<file path="config.mk">
export PLATFORM = sky130hd
export DESIGN_NAME = wb_result_drain_flat
export DESIGN_NICKNAME = d
export VERILOG_FILES = /design/src/rtl/wb_result_drain_if.sv /design/src/rtl/wb_result_drain.sv /design/src/flat_wrapper.sv
export SDC_FILE = /design/constraint.sdc
export NUM_CORES = 1
export LEC_CHECK = 0
export ABC_AREA = 1
export CAP_MARGIN = 5
export CORE_MARGIN = 3
export CORE_UTILIZATION = 40
export CTS_BUF_LIST = sky130_fd_sc_hd__clkbuf_4 sky130_fd_sc_hd__clkbuf_8 sky130_fd_sc_hd__clkbuf_16
export DETAILED_ROUTE_END_ITERATION = 12
export GPL_TIMING_DRIVEN = 0
export PLACE_DENSITY = 0.71
export RECOVER_POWER = 25
export SYNTH_ARGS = -nofsm -noshare
export SYNTH_HDL_FRONTEND = slang
export SYNTH_SLANG_ARGS = --single-unit
</file>
<file path="constraint.sdc">
create_clock -name clk -period 48.6 [get_ports clk]
set_input_delay 7.29 -clock clk [delete_from_list [all_inputs] [get_ports clk]]
set_output_delay 7.29 -clock clk [all_outputs]
set_load 0.1 [all_outputs]
</file>
<file path="src/rtl/wb_result_drain_if.sv">
// Execute-to-writeback result bus plus the register, segment and memory write ports
// that the drain unit drives. The master modport is the execute/store side.
interface wb_result_drain_if #(
  parameter int DW = 64
);
  logic              valid_in;
  logic [31:0]       EIP_in;
  logic [1:0]        ressize;
  logic [3:0]        res_wb;
  logic [4*DW-1:0]   res_data;
  logic [127:0]      res_dest;
  logic [3:0]        res_is_reg;
  logic [3:0]        res_is_seg;
  logic [3:0]        res_is_mem;
  logic              stall;

  logic              reg_we;
  logic [31:0]       reg_addr;
  logic [DW-1:0]     reg_wdata;
  logic [1:0]        reg_size;

  logic              seg_we;
  logic [31:0]       seg_addr;
  logic [15:0]       seg_wdata;

  logic              mem_req_valid;
  logic              mem_req_ready;
  logic [31:0]       mem_addr;
  logic [DW-1:0]     mem_wdata;
  logic [1:0]        mem_size;

  logic              retire_valid;
  logic [31:0]       retire_EIP;

  modport master (
    output valid_in, EIP_in, ressize, res_wb, res_data, res_dest,
           res_is_reg, res_is_seg, res_is_mem, mem_req_ready,
    input  stall, reg_we, reg_addr, reg_wdata, reg_size,
           seg_we, seg_addr, seg_wdata,
           mem_req_valid, mem_addr, mem_wdata, mem_size,
           retire_valid, retire_EIP
  );

  modport slave (
    input  valid_in, EIP_in, ressize, res_wb, res_data, res_dest,
           res_is_reg, res_is_seg, res_is_mem, mem_req_ready,
    output stall, reg_we, reg_addr, reg_wdata, reg_size,
           seg_we, seg_addr, seg_wdata,
           mem_req_valid, mem_addr, mem_wdata, mem_size,
           retire_valid, retire_EIP
  );
endinterface

</file>
<file path="src/rtl/wb_result_drain.sv">
// Buffers execute results per instruction and drains them one write per cycle,
// in slot order, to the register, segment and memory ports, then retires the EIP.
module wb_result_drain #(
  parameter int DEPTH = 2,
  parameter int DW    = 64
) (
  input  logic             clk,
  input  logic             rst,
  wb_result_drain_if.slave bus
);

  localparam int PW = (DEPTH > 1) ? $clog2(DEPTH) : 1;
  localparam logic [PW:0]   FULL    = (PW+1)'(DEPTH);
  localparam logic [PW:0]   CNT_ONE = (PW+1)'(1);
  localparam logic [PW-1:0] PTR_ONE = PW'(1);

  typedef enum logic [1:0] {IDLE, DRAIN, MEMWAIT} state_e;

  typedef struct packed {
    logic [31:0]          eip;
    logic [1:0]           size;
    logic [3:0]           pend;
    logic [3:0]           is_reg;
    logic [3:0]           is_seg;
    logic [3:0]           is_mem;
    logic [3:0][31:0]     dest;
    logic [3:0][DW-1:0]   data;
  } entry_t;

  state_e        state_q, state_d;
  entry_t        fifo_q [DEPTH];
  entry_t        fifo_d [DEPTH];
  logic [PW-1:0] head_q, head_d, tail_q, tail_d;
  logic [PW:0]   count_q, count_d;

  entry_t        head;
  logic [1:0]    cur;
  logic          found;
  logic          stall, enq, pop, done;
  logic [3:0]    clr;
  logic          reg_we, seg_we, mem_v;

  assign head  = fifo_q[head_q];
  assign stall = (count_q == FULL);
  assign enq   = bus.valid_in && !stall;

  always_comb begin
    cur   = 2'd0;
    found = 1'b0;
    for (int i = 0; i < 4; i++) begin
      if (!found && head.pend[i]) begin
        cur   = 2'(i);
        found = 1'b1;
      end
    end
  end

  always_comb begin
    // NOTE: every always_comb output gets a default first so no path leaves it unassigned and infers a latch.
    state_d = state_q;
    fifo_d  = fifo_q;
    head_d  = head_q;
    tail_d  = tail_q;
    count_d = count_q;
    reg_we  = 1'b0;
    seg_we  = 1'b0;
    mem_v   = 1'b0;
    done    = 1'b0;
    pop     = 1'b0;
    clr     = 4'b0;

    if (state_q != IDLE) begin
      if (!found) begin
        pop = 1'b1;
      end else if (head.is_mem[cur]) begin
        mem_v = 1'b1;
        if (bus.mem_req_ready) done = 1'b1;
        else                   state_d = MEMWAIT;
      end else if (head.is_reg[cur]) begin
        reg_we = 1'b1;
        done   = 1'b1;
      end else if (head.is_seg[cur]) begin
        seg_we = 1'b1;
        done   = 1'b1;
      end else begin
        done = 1'b1;
      end

      if (done) begin
        clr = 4'b0001 << cur;
        if ((head.pend & ~clr) == 4'b0) pop = 1'b1;
        else                            state_d = DRAIN;
      end
    end

    if (clr != 4'b0) fifo_d[head_q].pend = head.pend & ~clr;
    if (pop) head_d = head_q + PTR_ONE;

    if (enq) begin
      fifo_d[tail_q] = '{eip:    bus.EIP_in,
                         size:   bus.ressize,
                         pend:   bus.res_wb,
                         is_reg: bus.res_is_reg,
                         is_seg: bus.res_is_seg,
                         is_mem: bus.res_is_mem,
                         dest:   bus.res_dest,
                         data:   bus.res_data};
      tail_d = tail_q + PTR_ONE;
    end

    if (enq && !pop)      count_d = count_q + CNT_ONE;
    else if (!enq && pop) count_d = count_q - CNT_ONE;

    // Leaving IDLE on the enqueue edge lets the first write issue one cycle later.
    if (pop || state_q == IDLE) state_d = (count_d != '0) ? DRAIN : IDLE;
  end

  // NOTE: state registers use non-blocking assignments so every flop samples pre-edge values.
  always_ff @(posedge clk) begin
    if (rst) begin
      state_q <= IDLE;
      head_q  <= '0;
      tail_q  <= '0;
      count_q <= '0;
    end else begin
      state_q <= state_d;
      head_q  <= head_d;
      tail_q  <= tail_d;
      count_q <= count_d;
    end
  end

  // NOTE: entry storage is not reset; count/state gate every use, so stale contents are never observed.
  always_ff @(posedge clk) begin
    fifo_q <= fifo_d;
  end

  assign bus.stall         = stall;
  assign bus.reg_we        = reg_we;
  assign bus.reg_addr      = reg_we ? head.dest[cur] : '0;
  assign bus.reg_wdata     = reg_we ? head.data[cur] : '0;
  assign bus.reg_size      = reg_we ? head.size : '0;
  assign bus.seg_we        = seg_we;
  assign bus.seg_addr      = seg_we ? head.dest[cur] : '0;
  assign bus.seg_wdata     = seg_we ? head.data[cur][15:0] : '0;
  assign bus.mem_req_valid = mem_v;
  assign bus.mem_addr      = mem_v ? head.dest[cur] : '0;
  assign bus.mem_wdata     = mem_v ? head.data[cur] : '0;
  assign bus.mem_size      = mem_v ? head.size : '0;
  assign bus.retire_valid  = pop;
  assign bus.retire_EIP    = pop ? head.eip : '0;

endmodule

</file>
<file path="src/flat_wrapper.sv">
// flat-port wrapper written by rule: the top's interface ports become plain ports
module wb_result_drain_flat 
#(
  parameter int DEPTH = 2,
  parameter int DW    = 64
)
  (clk, rst, bus_valid_in, bus_EIP_in, bus_ressize, bus_res_wb, bus_res_data, bus_res_dest, bus_res_is_reg, bus_res_is_seg, bus_res_is_mem, bus_mem_req_ready, bus_stall, bus_reg_we, bus_reg_addr, bus_reg_wdata, bus_reg_size, bus_seg_we, bus_seg_addr, bus_seg_wdata, bus_mem_req_valid, bus_mem_addr, bus_mem_wdata, bus_mem_size, bus_retire_valid, bus_retire_EIP);
  wb_result_drain_if #(.DW(DW)) bus_i ();
  input  logic clk;
  input  logic rst;
  input wire logic [$bits(bus_i.valid_in)-1:0] bus_valid_in;
  input wire logic [$bits(bus_i.EIP_in)-1:0] bus_EIP_in;
  input wire logic [$bits(bus_i.ressize)-1:0] bus_ressize;
  input wire logic [$bits(bus_i.res_wb)-1:0] bus_res_wb;
  input wire logic [$bits(bus_i.res_data)-1:0] bus_res_data;
  input wire logic [$bits(bus_i.res_dest)-1:0] bus_res_dest;
  input wire logic [$bits(bus_i.res_is_reg)-1:0] bus_res_is_reg;
  input wire logic [$bits(bus_i.res_is_seg)-1:0] bus_res_is_seg;
  input wire logic [$bits(bus_i.res_is_mem)-1:0] bus_res_is_mem;
  input wire logic [$bits(bus_i.mem_req_ready)-1:0] bus_mem_req_ready;
  output wire logic [$bits(bus_i.stall)-1:0] bus_stall;
  output wire logic [$bits(bus_i.reg_we)-1:0] bus_reg_we;
  output wire logic [$bits(bus_i.reg_addr)-1:0] bus_reg_addr;
  output wire logic [$bits(bus_i.reg_wdata)-1:0] bus_reg_wdata;
  output wire logic [$bits(bus_i.reg_size)-1:0] bus_reg_size;
  output wire logic [$bits(bus_i.seg_we)-1:0] bus_seg_we;
  output wire logic [$bits(bus_i.seg_addr)-1:0] bus_seg_addr;
  output wire logic [$bits(bus_i.seg_wdata)-1:0] bus_seg_wdata;
  output wire logic [$bits(bus_i.mem_req_valid)-1:0] bus_mem_req_valid;
  output wire logic [$bits(bus_i.mem_addr)-1:0] bus_mem_addr;
  output wire logic [$bits(bus_i.mem_wdata)-1:0] bus_mem_wdata;
  output wire logic [$bits(bus_i.mem_size)-1:0] bus_mem_size;
  output wire logic [$bits(bus_i.retire_valid)-1:0] bus_retire_valid;
  output wire logic [$bits(bus_i.retire_EIP)-1:0] bus_retire_EIP;
  assign bus_i.valid_in = bus_valid_in;
  assign bus_i.EIP_in = bus_EIP_in;
  assign bus_i.ressize = bus_ressize;
  assign bus_i.res_wb = bus_res_wb;
  assign bus_i.res_data = bus_res_data;
  assign bus_i.res_dest = bus_res_dest;
  assign bus_i.res_is_reg = bus_res_is_reg;
  assign bus_i.res_is_seg = bus_res_is_seg;
  assign bus_i.res_is_mem = bus_res_is_mem;
  assign bus_i.mem_req_ready = bus_mem_req_ready;
  assign bus_stall = bus_i.stall;
  assign bus_reg_we = bus_i.reg_we;
  assign bus_reg_addr = bus_i.reg_addr;
  assign bus_reg_wdata = bus_i.reg_wdata;
  assign bus_reg_size = bus_i.reg_size;
  assign bus_seg_we = bus_i.seg_we;
  assign bus_seg_addr = bus_i.seg_addr;
  assign bus_seg_wdata = bus_i.seg_wdata;
  assign bus_mem_req_valid = bus_i.mem_req_valid;
  assign bus_mem_addr = bus_i.mem_addr;
  assign bus_mem_wdata = bus_i.mem_wdata;
  assign bus_mem_size = bus_i.mem_size;
  assign bus_retire_valid = bus_i.retire_valid;
  assign bus_retire_EIP = bus_i.retire_EIP;
  wb_result_drain #(.DEPTH(DEPTH), .DW(DW)) u_core (.clk(clk), .rst(rst), .bus(bus_i));
endmodule
</file>
* Word level (Yosys, flattened, before mapping) *
Cells that the tools add are included.
W data, S select, Z words.

storage, ports and cells
  register bits = 874
  output and inout port bits = 281
  word-level logic and storage cells = 139

operators by class
  $add $sub $neg = 4
  order comparisons = 5
  equal/unequal tests = 1
  shifts and indexed selects = 1
  mux-type cells = 69
  bitwise gates (word level) = 6
  reduce and logical (&&, ||, !) cells = 21

operators by type and width
  kind                  number
  $bwmux W868           2
  $mux W434             4
  $mux W868             2
  $demux W434 S1        2
  $mux W400             1
  $mux W64              3
  $mux W32              5
  $bmux W64 S2          1
  $bmux W32 S2          1
  $mux W1               29
  $mux W2               13
  $mux W16              1
  $and A4 B4 Y4         2
  $logic_and A1 B1 Y1   8
  $mux W4               2
  $not A4 Y4            2
  $bmux W1 S2           3
  $logic_not A1 Y1      6
  $reduce_bool A2 Y1    3
  $ge A2 B2 Y1 const B  2
  $logic_not A4 Y1      1
  $lt A2 B1 Y1 const B  2
  $not A1 Y2            2
  $reduce_bool A4 Y1    1
  other kinds (8)       9

* Logic depth before layout (Yosys ltp) *
Gate-level depths: netlist of run 1.

  depth after elaboration = 27
  depth in mapped cells = 19

* Worst setup path after synthesis of run 1 *
OpenSTA, ideal clock, no wires.

  kind = input to register
  from = input port bus_valid_in
  to = register u_core.fifo_q[483] (netlist name), data pin
  library setup time = 0.141 ns
  data arrival time = 27.560 ns
  setup slack = 20.899 ns
  cell stages on the path = 8
  buffers on the path = 2
  path through = inv_1 > nor2_1 > inv_1 > nor2_1 > inv_2 > clkbuf_1 > clkbuf_1 > nor2_1

RTL lines
  element               line                    text
  from (decl)           flat_wrapper.sv:11      input wire logic [$bits(bus_i.valid_in)-1:0] bus_valid_in;
  to (signal assigned)  wb_result_drain.sv:135  fifo_q <= fifo_d;
  to (decl)             wb_result_drain.sv:31   entry_t fifo_q [DEPTH];

* Worst setup path after layout of run 1 *
  from = input port bus_mem_req_ready
  to = output port bus_retire_EIP[1]

between the ends
  longest elaborated chain between the ends = 7

ends and longest elaborated chain
  element      line                    text
  from (decl)  flat_wrapper.sv:20      input wire logic [$bits(bus_i.mem_req_ready)-1:0] bus_mem_req_ready;
  $mux W1      wb_result_drain.sv:77   if (bus.mem_req_ready) done = 1'b1;
  $mux W1      wb_result_drain.sv:75   end else if (head.is_mem[cur]) begin
  $mux W1      wb_result_drain.sv:73   if (!found) begin
  $mux W1      wb_result_drain.sv:72   if (state_q != IDLE) begin
  $mux W1      wb_result_drain.sv:89   if (done) begin
  $mux W1      wb_result_drain.sv:72
  $mux W32     wb_result_drain.sv:151  assign bus.retire_EIP = pop ? head.eip : '0;
  to (decl)    flat_wrapper.sv:34      output wire logic [$bits(bus_i.retire_EIP)-1:0] bus_retire_EIP;

Every way passes these cells. The select of a mux whose other input is x is not followed.

==> summary.md, run 1 <==
| Metric | Value |
|---|---|
| Top achievable clock speed | 57.50 MHz |
| Non-filler cells, final | 6585 |
| Synth unique cells | 30 |
| First-pass GRT wire length | 216300 um |
| Worst path arrival time | 10.10 ns |
| Status | finished, violations left |
| DRT Pass-1 Iters | 7 |
| Number of CTS-inserted buffers | 91 |
| #FFs+latches synth | 874 |
| GP Congestion | 0.9261 |
| Total number of vias | 34340 |
| Worst slew margin | -94.80% |
| Worst hold slack | 0.4839 ns |
| Reg2Reg Setup Slack | 40.13 ns |
| Yosys warns | 0 |
| Clock Sinks | 874 |
| Layout cell share with drive strength beyond 1 | 4.630% |
| Worst hold path type | reg2reg |
| Setup Crit Path Kind | in2out |
| Min-Delay Endpoint | u_core.fifo_q[397]$_DFF_P_ |
| Initial antenna violation count | 32 |
| Post-CTS sizing | 0 |
| Total die area | 105200 um2 |
| Chip height | 324.3 um |
| Worst Hold Depth | 2 |
| Mapped Cells | 4296 |
| CTS tree | done |
| Number of instances in the placed design | 6395 |
| Violated checks | capacitance limit, slew limit |
| Synthesized cell area | 40530 um2 |
| Worst Setup Slack, final | 31.21 ns |
| Max Cap Violations | 9 |
| Vias per inst | 5.214 |
| Core ar. | 100300 um2 |
| Starting Density | 40.41% |
| Root Buffer | clkbuf_16 |
| Fin util | 52.82% |
| Reg2Reg Depth | 13 |
| Req. time, crit path | 41.31 ns |
| FF+latch area | 26110 um2 |
| Post-placement cell area | 49950 um2 |
| Post-CTS setup buffers | 0 |
| Worst-skew pair later-pin latency | 0.66 ns |
| Fin. Hold Viols | 0 |
| Period utilisation layout | 35.79% |
| Post-route cell area | 52980 um2 |
| Total grt overflow | 0 |
| Drt drc | 0 |
| Fin Setup TNS | 0 ns |
| Syn-to-layout area delta | 30.71% |
| Iter 0 DRT Violations | 4288 |
| Min-delay src | u_core.fifo_q[397]$_DFF_P_ |
| Nets | 5571 |
| Pre-CTS setup slack | 31.33 ns |
| Peak VDD IR | 0.05515 mV |
| Largest net degree at the start of global routing | 117 |
| Leakage | 21.44 nW |
| CTS Hold Bufs | 0 |
| Worst reg2reg path endpoint | u_core.fifo_q[638]$_DFFE_PP_ |
| Power, Total | 3.918 mW |
| Startpoint Class | primary input |
| H-tree depth | 3 |
| Syn Nets | 4735 |
| Power per cell area | 73.96 nW/um2 |
| Routed len/inst | 23.01 um |
| Chip width | 324.3 um |
| Setup violators final | 0 |
| CTS clk-pin slew, worst paths | 0.06 ns |
| Post-Syn Area per Cell | 9.434 um2 |
| Max-slew violations | 277 |
| Clock skew | 0.01807 ns |
| Wirelength, routed | 151500 um |
| Worst-Margin Slew | 2.906 ns |
| Sequential area share after synthesis | 64.41% |
| Gr usage total | 27.73% |
| Tmin final | 17.39 ns |
| Critical path peak fanout | 10 |
| FP Rows | 116 |
| Crit. End Element | primary output |
| Port bufs | 718 |
| Layout fillers | 8863 |
| Num ports | 719 |
| Max Buffers Root-to-Sink | 3 |
| HPWL Detailed | 110000 um |
| RSZ-0062 raised after global routing | false |
| Number of global-route vias before repair | 33440 |
| Post-route ant nets | 0 |
| Multi-input gate area | 11170 um2 |
| Reg2reg start | u_core.count_q[0]$_SDFF_PP0_ |
## area by class of cell
class	count	area share (%)
Tap cell	1357	3.205
Clock buffer	109	4.586
Multi-Input combinational cell	2584	21.08
Clock inverter	57	1.488
Buffer	284	2.225
Timing Repair Buffer	743	14.10
Antenna cell	23	0.1086
Sequential cell	874	49.27
Inverter	554	3.937
## cells in the mapped netlist (all sizes together)
| cell type | n | area [um2] |
|---|---|---|
| nor2 | 1134 | 4342 |
| nand2 | 880 | 3318 |
| edfxtp | 860 | 25820 |
| inv | 553 | 2081 |
| nand3 | 300 | 1501 |
| clkbuf | 223 | 837.1 |
| a31oi | 95 | 594.3 |
| a32o | 94 | 940.9 |
| buf | 61 | 337.8 |
| a21oi | 38 | 201.5 |
| o21ai | 28 | 140.1 |
| dfxtp | 14 | 280.3 |
| o221ai | 4 | 35.03 |
| mux2i | 3 | 30.03 |
| nor3 | 3 | 20.02 |
| o211ai | 2 | 15.01 |
| a21boi | 1 | 7.510 |
| clkinv | 1 | 3.750 |
| ha | 1 | 12.51 |
| o21bai | 1 | 7.510 |
## registers in the layout, summed over array words and instances, names as in the netlist
signal,cells
u_core.fifo_q,868
u_core.tail_q,1
u_core.head_q,1
u_core.count_q,2
u_core.state_q,2
## critical path: stages
cell and delay, ns:
dlygate4sd3_1 0.57, inv_1 0.07, nand3_1 0.10, nand2_1 0.21
clkbuf_1 0.31, a21oi_1 0.32, clkdlybuf4s50_1 1.22
## worst max path at each step
stage                           start                            to  slack (ns)  cells after the start
finish              bus_mem_req_ready             bus_retire_EIP[1]       31.21                      7
global route        bus_mem_req_ready             bus_retire_EIP[1]       31.16                      7
CTS                 bus_mem_req_ready             bus_retire_EIP[1]       31.32                      7
detailed placement  bus_mem_req_ready             bus_retire_EIP[1]       31.33                      7
global placement         bus_valid_in  u_core.fifo_q[634]$_DFFE_PP_        1.31                      9
floorplan                bus_valid_in  u_core.fifo_q[483]$_DFFE_PP_       20.90                      8
## cells by family (layout without fill, tap and decap cells)
logic type | Yosys count | in the layout | share of synthesized area, %
and+or+nand+nor | 2317 | 2317 | 22.65
adders and majority gates | 1 | 1 | 0.03087
DFF | 874 | 874 | 64.41
AOI/OAI and AO/OA | 263 | 263 | 4.791
muxes | 3 | 3 | 0.07409
buffers and inverters | 838 | 1747 | 8.042
other | 0 | 23 | 0
## power breakdown
group	total [mW]	leakage, nW	switching, mW	internal [mW]
clock	0.758	1.59	0.300	0.458
combinational	2.16	11.5	1.66	0.494
sequential	1.00	8.39	0.0278	0.974
total	3.92	21.4	1.99	1.93
## per-layer routing
metal	GRT usage, %	vias up	routed length (um)
li1	-	15640	-
met1	34.89	16430	57590
met2	45.29	1919	72000
met3	5.645	346	14150
met4	14.48	8	7737
met5	0	-	48
## cell usage in the layout (no fill, tap or decap), types with 3 or more instances in the layout
master / n
a21oi_1: 37
a31oi_1: 95
a32o_1: 94
buf_1: 9
buf_12: 3
buf_16: 4
buf_2: 45
buf_6: 7
buf_8: 4
bufinv_16: 19
clkbuf_1: 234
clkbuf_16: 92
clkbuf_2: 3
clkbuf_4: 17
clkdlybuf4s50_1: 715
clkinv_1: 20
clkinv_2: 10
dfxtp_1: 14
diode_2: 23
dlygate4sd3_1: 3
edfxtp_1: 860
inv_1: 545
inv_2: 6
inv_6: 5
mux2i_1: 3
nand2_1: 874
nand2_2: 6
nand3_1: 300
nor2_1: 1122
nor2_4: 11
o21ai_0: 27
o221ai_1: 4
No activity file was read; power rests on OpenSTA's default activity.
==> inputs of run 2 (changes only) <==
Settings changed: PLACE_DENSITY 0.71 to 0.74.
Clock period 48.6 ns to 14.33 ns, I/O delays scaled along.
==> run 2 against run 1 <==
- the flow still finishes with violations (capacitance limit, slew limit)
- power grew to 3.3 times the previous value
- die area is the same
- non-clock buffer count shrank 3
- sequential share of layout area grew 0.38 points
- cell count shrank 0.11%
- utilization shrank 0.40 points
- global-route usage is essentially flat
- combinational power grew to 3.4 times the previous value
- hold slack gained 0.0026 ns
- setup slack lost 26 ns
- first-iteration DRC count grew 2.8%
- critical path depth grew 8
==> summary.md, run 2 (synthesis gave the netlist of run 1 again) <==
| Metric | Value |
|---|---|
| Status | finished, violations left |
| Violated checks | capacitance limit, slew limit |
| Worst Setup Slack, final | 5.108 ns (-26.10 ns) |
| Biggest regs | u_core.fifo_q: 868 flops, u_core.count_q: 2 flops, u_core.state_q: 2 flops |
| Req. time, crit path | 12.18 ns (-29.13 ns) |
| Worst reg2reg path endpoint | u_core.fifo_q[611]$_DFFE_PP_ |
| Fin. Hold Viols | 0 (unchanged) |
| Worst-Margin Slew | 2.644 ns (-0.2623 ns) |
| Wirelength, routed | 151900 um (+0.22%) |
| CTS clk-pin slew, worst paths | 0.06 ns (about the same) |
| Worst-skew pair later-pin latency | 0.66 ns (about the same) |
| Largest reg by FF count | u_core.fifo_q |
| Starting Density | 40.41% (unchanged) |
| Max Cap Violations | 13 (+4) |
| Max-slew violations | 368 (+33%) |
| Clock Sinks | 874 (unchanged) |
| First-pass GRT wire length | 216700 um (+0.14%) |
| Tmin final | 9.222 ns |
| Max reg flops | 868 (unchanged) |
| Initial antenna violation count | 30 (-6.3%) |
| Worst Hold Depth | 2 (unchanged) |
| Iter 0 DRT Violations | 4410 (+2.8%) |
| Clock skew | 0.02084 ns (+0.002765 ns) |
| Num ports | 719 (unchanged) |
| FP Rows | 116 (unchanged) |
| CTS tree | done |
| Post-CTS setup buffers | 0 (unchanged) |
| H-tree depth | 3 (unchanged) |
| Total number of vias | 34570 (+0.69%) |
| Worst slew margin | -77.22% (+18 points) |
| Chip width | 324.3 um (unchanged) |
| RSZ-0062 raised after global routing | false |
| Largest net degree at the start of global routing | 116 (-0.85%) |
| Routed len/inst | 23.09 um (+0.33%) |
| Root Buffer | clkbuf_16 |
| Chip height | 324.3 um (unchanged) |
| Nets | 5568 (-0.054%) |
| GP Congestion | 0.9112 (-1.6%) |
| Startpoint Class | register |
| Crit. End Element | primary output |
| Worst hold path type | reg2reg |
| Power per cell area | 247.8 nW/um2 (+240%) |
| Total die area | 105200 um2 (unchanged) |
| Gr usage total | 27.73% (about the same) |
| Layout cell share with drive strength beyond 1 | 4.406% (-0.22 points) |
| Min-Delay Endpoint | u_core.fifo_q[397]$_DFF_P_ |
| Vias per inst | 5.256 (+0.79%) |
| Post-CTS sizing | 0 (unchanged) |
| Peak VDD IR | 0.1706 mV (+210%) |
| Leakage | 21.27 nW (-0.83%) |
| Most frequent cells in the layout | nor2_1, nand2_1, edfxtp_1 |
| CTS Hold Bufs | 0 (unchanged) |
| Number of global-route vias before repair | 33790 (+1.0%) |
| Port bufs | 718 (unchanged) |
| Drt drc | 0 (unchanged) |
| Min-delay src | u_core.fifo_q[397]$_DFF_P_ |
| HPWL Detailed | 110100 um (about the same) |
| Syn-to-layout area delta | 29.73% |
| Reg2reg start | u_core.count_q[0]$_SDFF_PP0_ |
| Setup violators final | 0 (unchanged) |
| Post-route ant nets | 0 (unchanged) |
| Pre-CTS setup slack | 7.322 ns (-24.01 ns) |
| Period utilisation layout | 64.36% |
| Setup Crit Path Kind | reg2out |
| Worst path arrival time | 7.07 ns (-3.03 ns) |
| Max Buffers Root-to-Sink | 3 (unchanged) |
| Reg2Reg Depth | 11 (-2) |
| Critical path peak fanout | 10 (unchanged) |
| Total grt overflow | 0 (unchanged) |
| Number of CTS-inserted buffers | 91 (unchanged) |
| Most common cell after layout, fill and taps aside | nor2_1 |
| Layout fillers | 8806 (-0.64%) |
| Top achievable clock speed | 108.4 MHz |
| Reg2Reg Setup Slack | 7.23 ns (-32.90 ns) |
| Core ar. | 100300 um2 (unchanged) |
| Power, Total | 13.03 mW (+230%) |
| DRT Pass-1 Iters | 6 (-1) |
-- run 2: cell types whose count changed in the layout (fill, tap and decap cells not counted), sizes merged --
cell,change
dlygate4sd3,-2
clkinvlp,+1
inv,-1
clkbuf,+3
bufinv,-14
clkinv,+7
clkdlybuf4s50,+2
buf,-3
-- run 2: how the worst max path moves through the flow --
stage,startpoint,to,slack (ns),cells past startpoint
6_report,u_core.head_q$_SDFFE_PP0P_,bus_mem_wdata[16],5.11,15
5_1_grt,u_core.head_q$_SDFFE_PP0P_,bus_mem_wdata[16],4.97,15
4_1_cts,u_core.head_q$_SDFFE_PP0P_,bus_mem_wdata[15],6.73,10
3_5_place_dp,bus_mem_req_ready,bus_retire_EIP[18],7.32,7
3_3_place_gp,bus_valid_in,u_core.fifo_q[627]$_DFFE_PP_,-3.13,9
2_1_floorplan,bus_valid_in,u_core.fifo_q[483]$_DFFE_PP_,4.39,8
-- run 2: worst max-delay path, stage by stage (launching register included) --
cell and delay [ns]:
dfxtp_1 0.31, clkbuf_1 0.45, inv_6 0.07, nand2_1 0.09, nand2_2 0.09, nor2_1 0.26
inv_2 0.08, nor2_1 0.75, inv_1 0.23, nand3_1 0.17, nand2_2 0.11, nand2_1 0.09
clkbuf_1 1.30, clkbuf_1 1.13, nor2_1 0.12, clkdlybuf4s50_1 1.13
-- run 2: per-stage QoR --
| stage | cells | utilization, % | TNS, ns | hold slack (ns) | instance area, um2 |
|---|---|---|---|---|---|
| after floorplan | 4296 | - | 0 | 0.4502 | 40540 |
| after global placement | 6371 | 49.28 | -1243.04 | 0.4670 | 49420 |
| after detailed placement | 6393 | 49.77 | 0 | 0.4760 | 49920 |
| after CTS | 6555 | 52.63 | 0 | 0.4827 | 52780 |
| after global routing | 6573 | 52.41 | 0 | 0.5404 | 52570 |
| final | 6578 | 52.43 | 0 | 0.4865 | 52580 |
-- run 2: final cells by class --
cell class | instances | area [um2] | area share, %
antenna | 23 | 57.56 | 0.1095
buffer | 284 | 1171 | 2.227
clock buffer | 112 | 2470 | 4.698
clock inverter | 50 | 396.6 | 0.7544
inverter | 554 | 2086 | 3.967
multi-input combinational | 2584 | 11150 | 21.21
sequential | 874 | 26110 | 49.65
tap | 1357 | 1698 | 3.229
timing repair buffer | 740 | 7443 | 14.16
-- run 2: power breakdown --
part | internal [mW] | total (mW) | switching [mW] | leakage, nW
registers | 3.31 | 3.40 | 0.0961 | 8.39
clock network | 1.31 | 2.32 | 1.00 | 1.43
logic | 1.67 | 7.31 | 5.65 | 11.4
-- run 2: per-layer routing --
metal  global-route usage (%)  vias up  share of wire, %
met4                    13.95       14               4.8
met5                        0        -             0.058
met2                    45.85     2058                48
li1                         -    15620                 -
met1                    34.63    16520                37
met3                    5.608      362               9.5
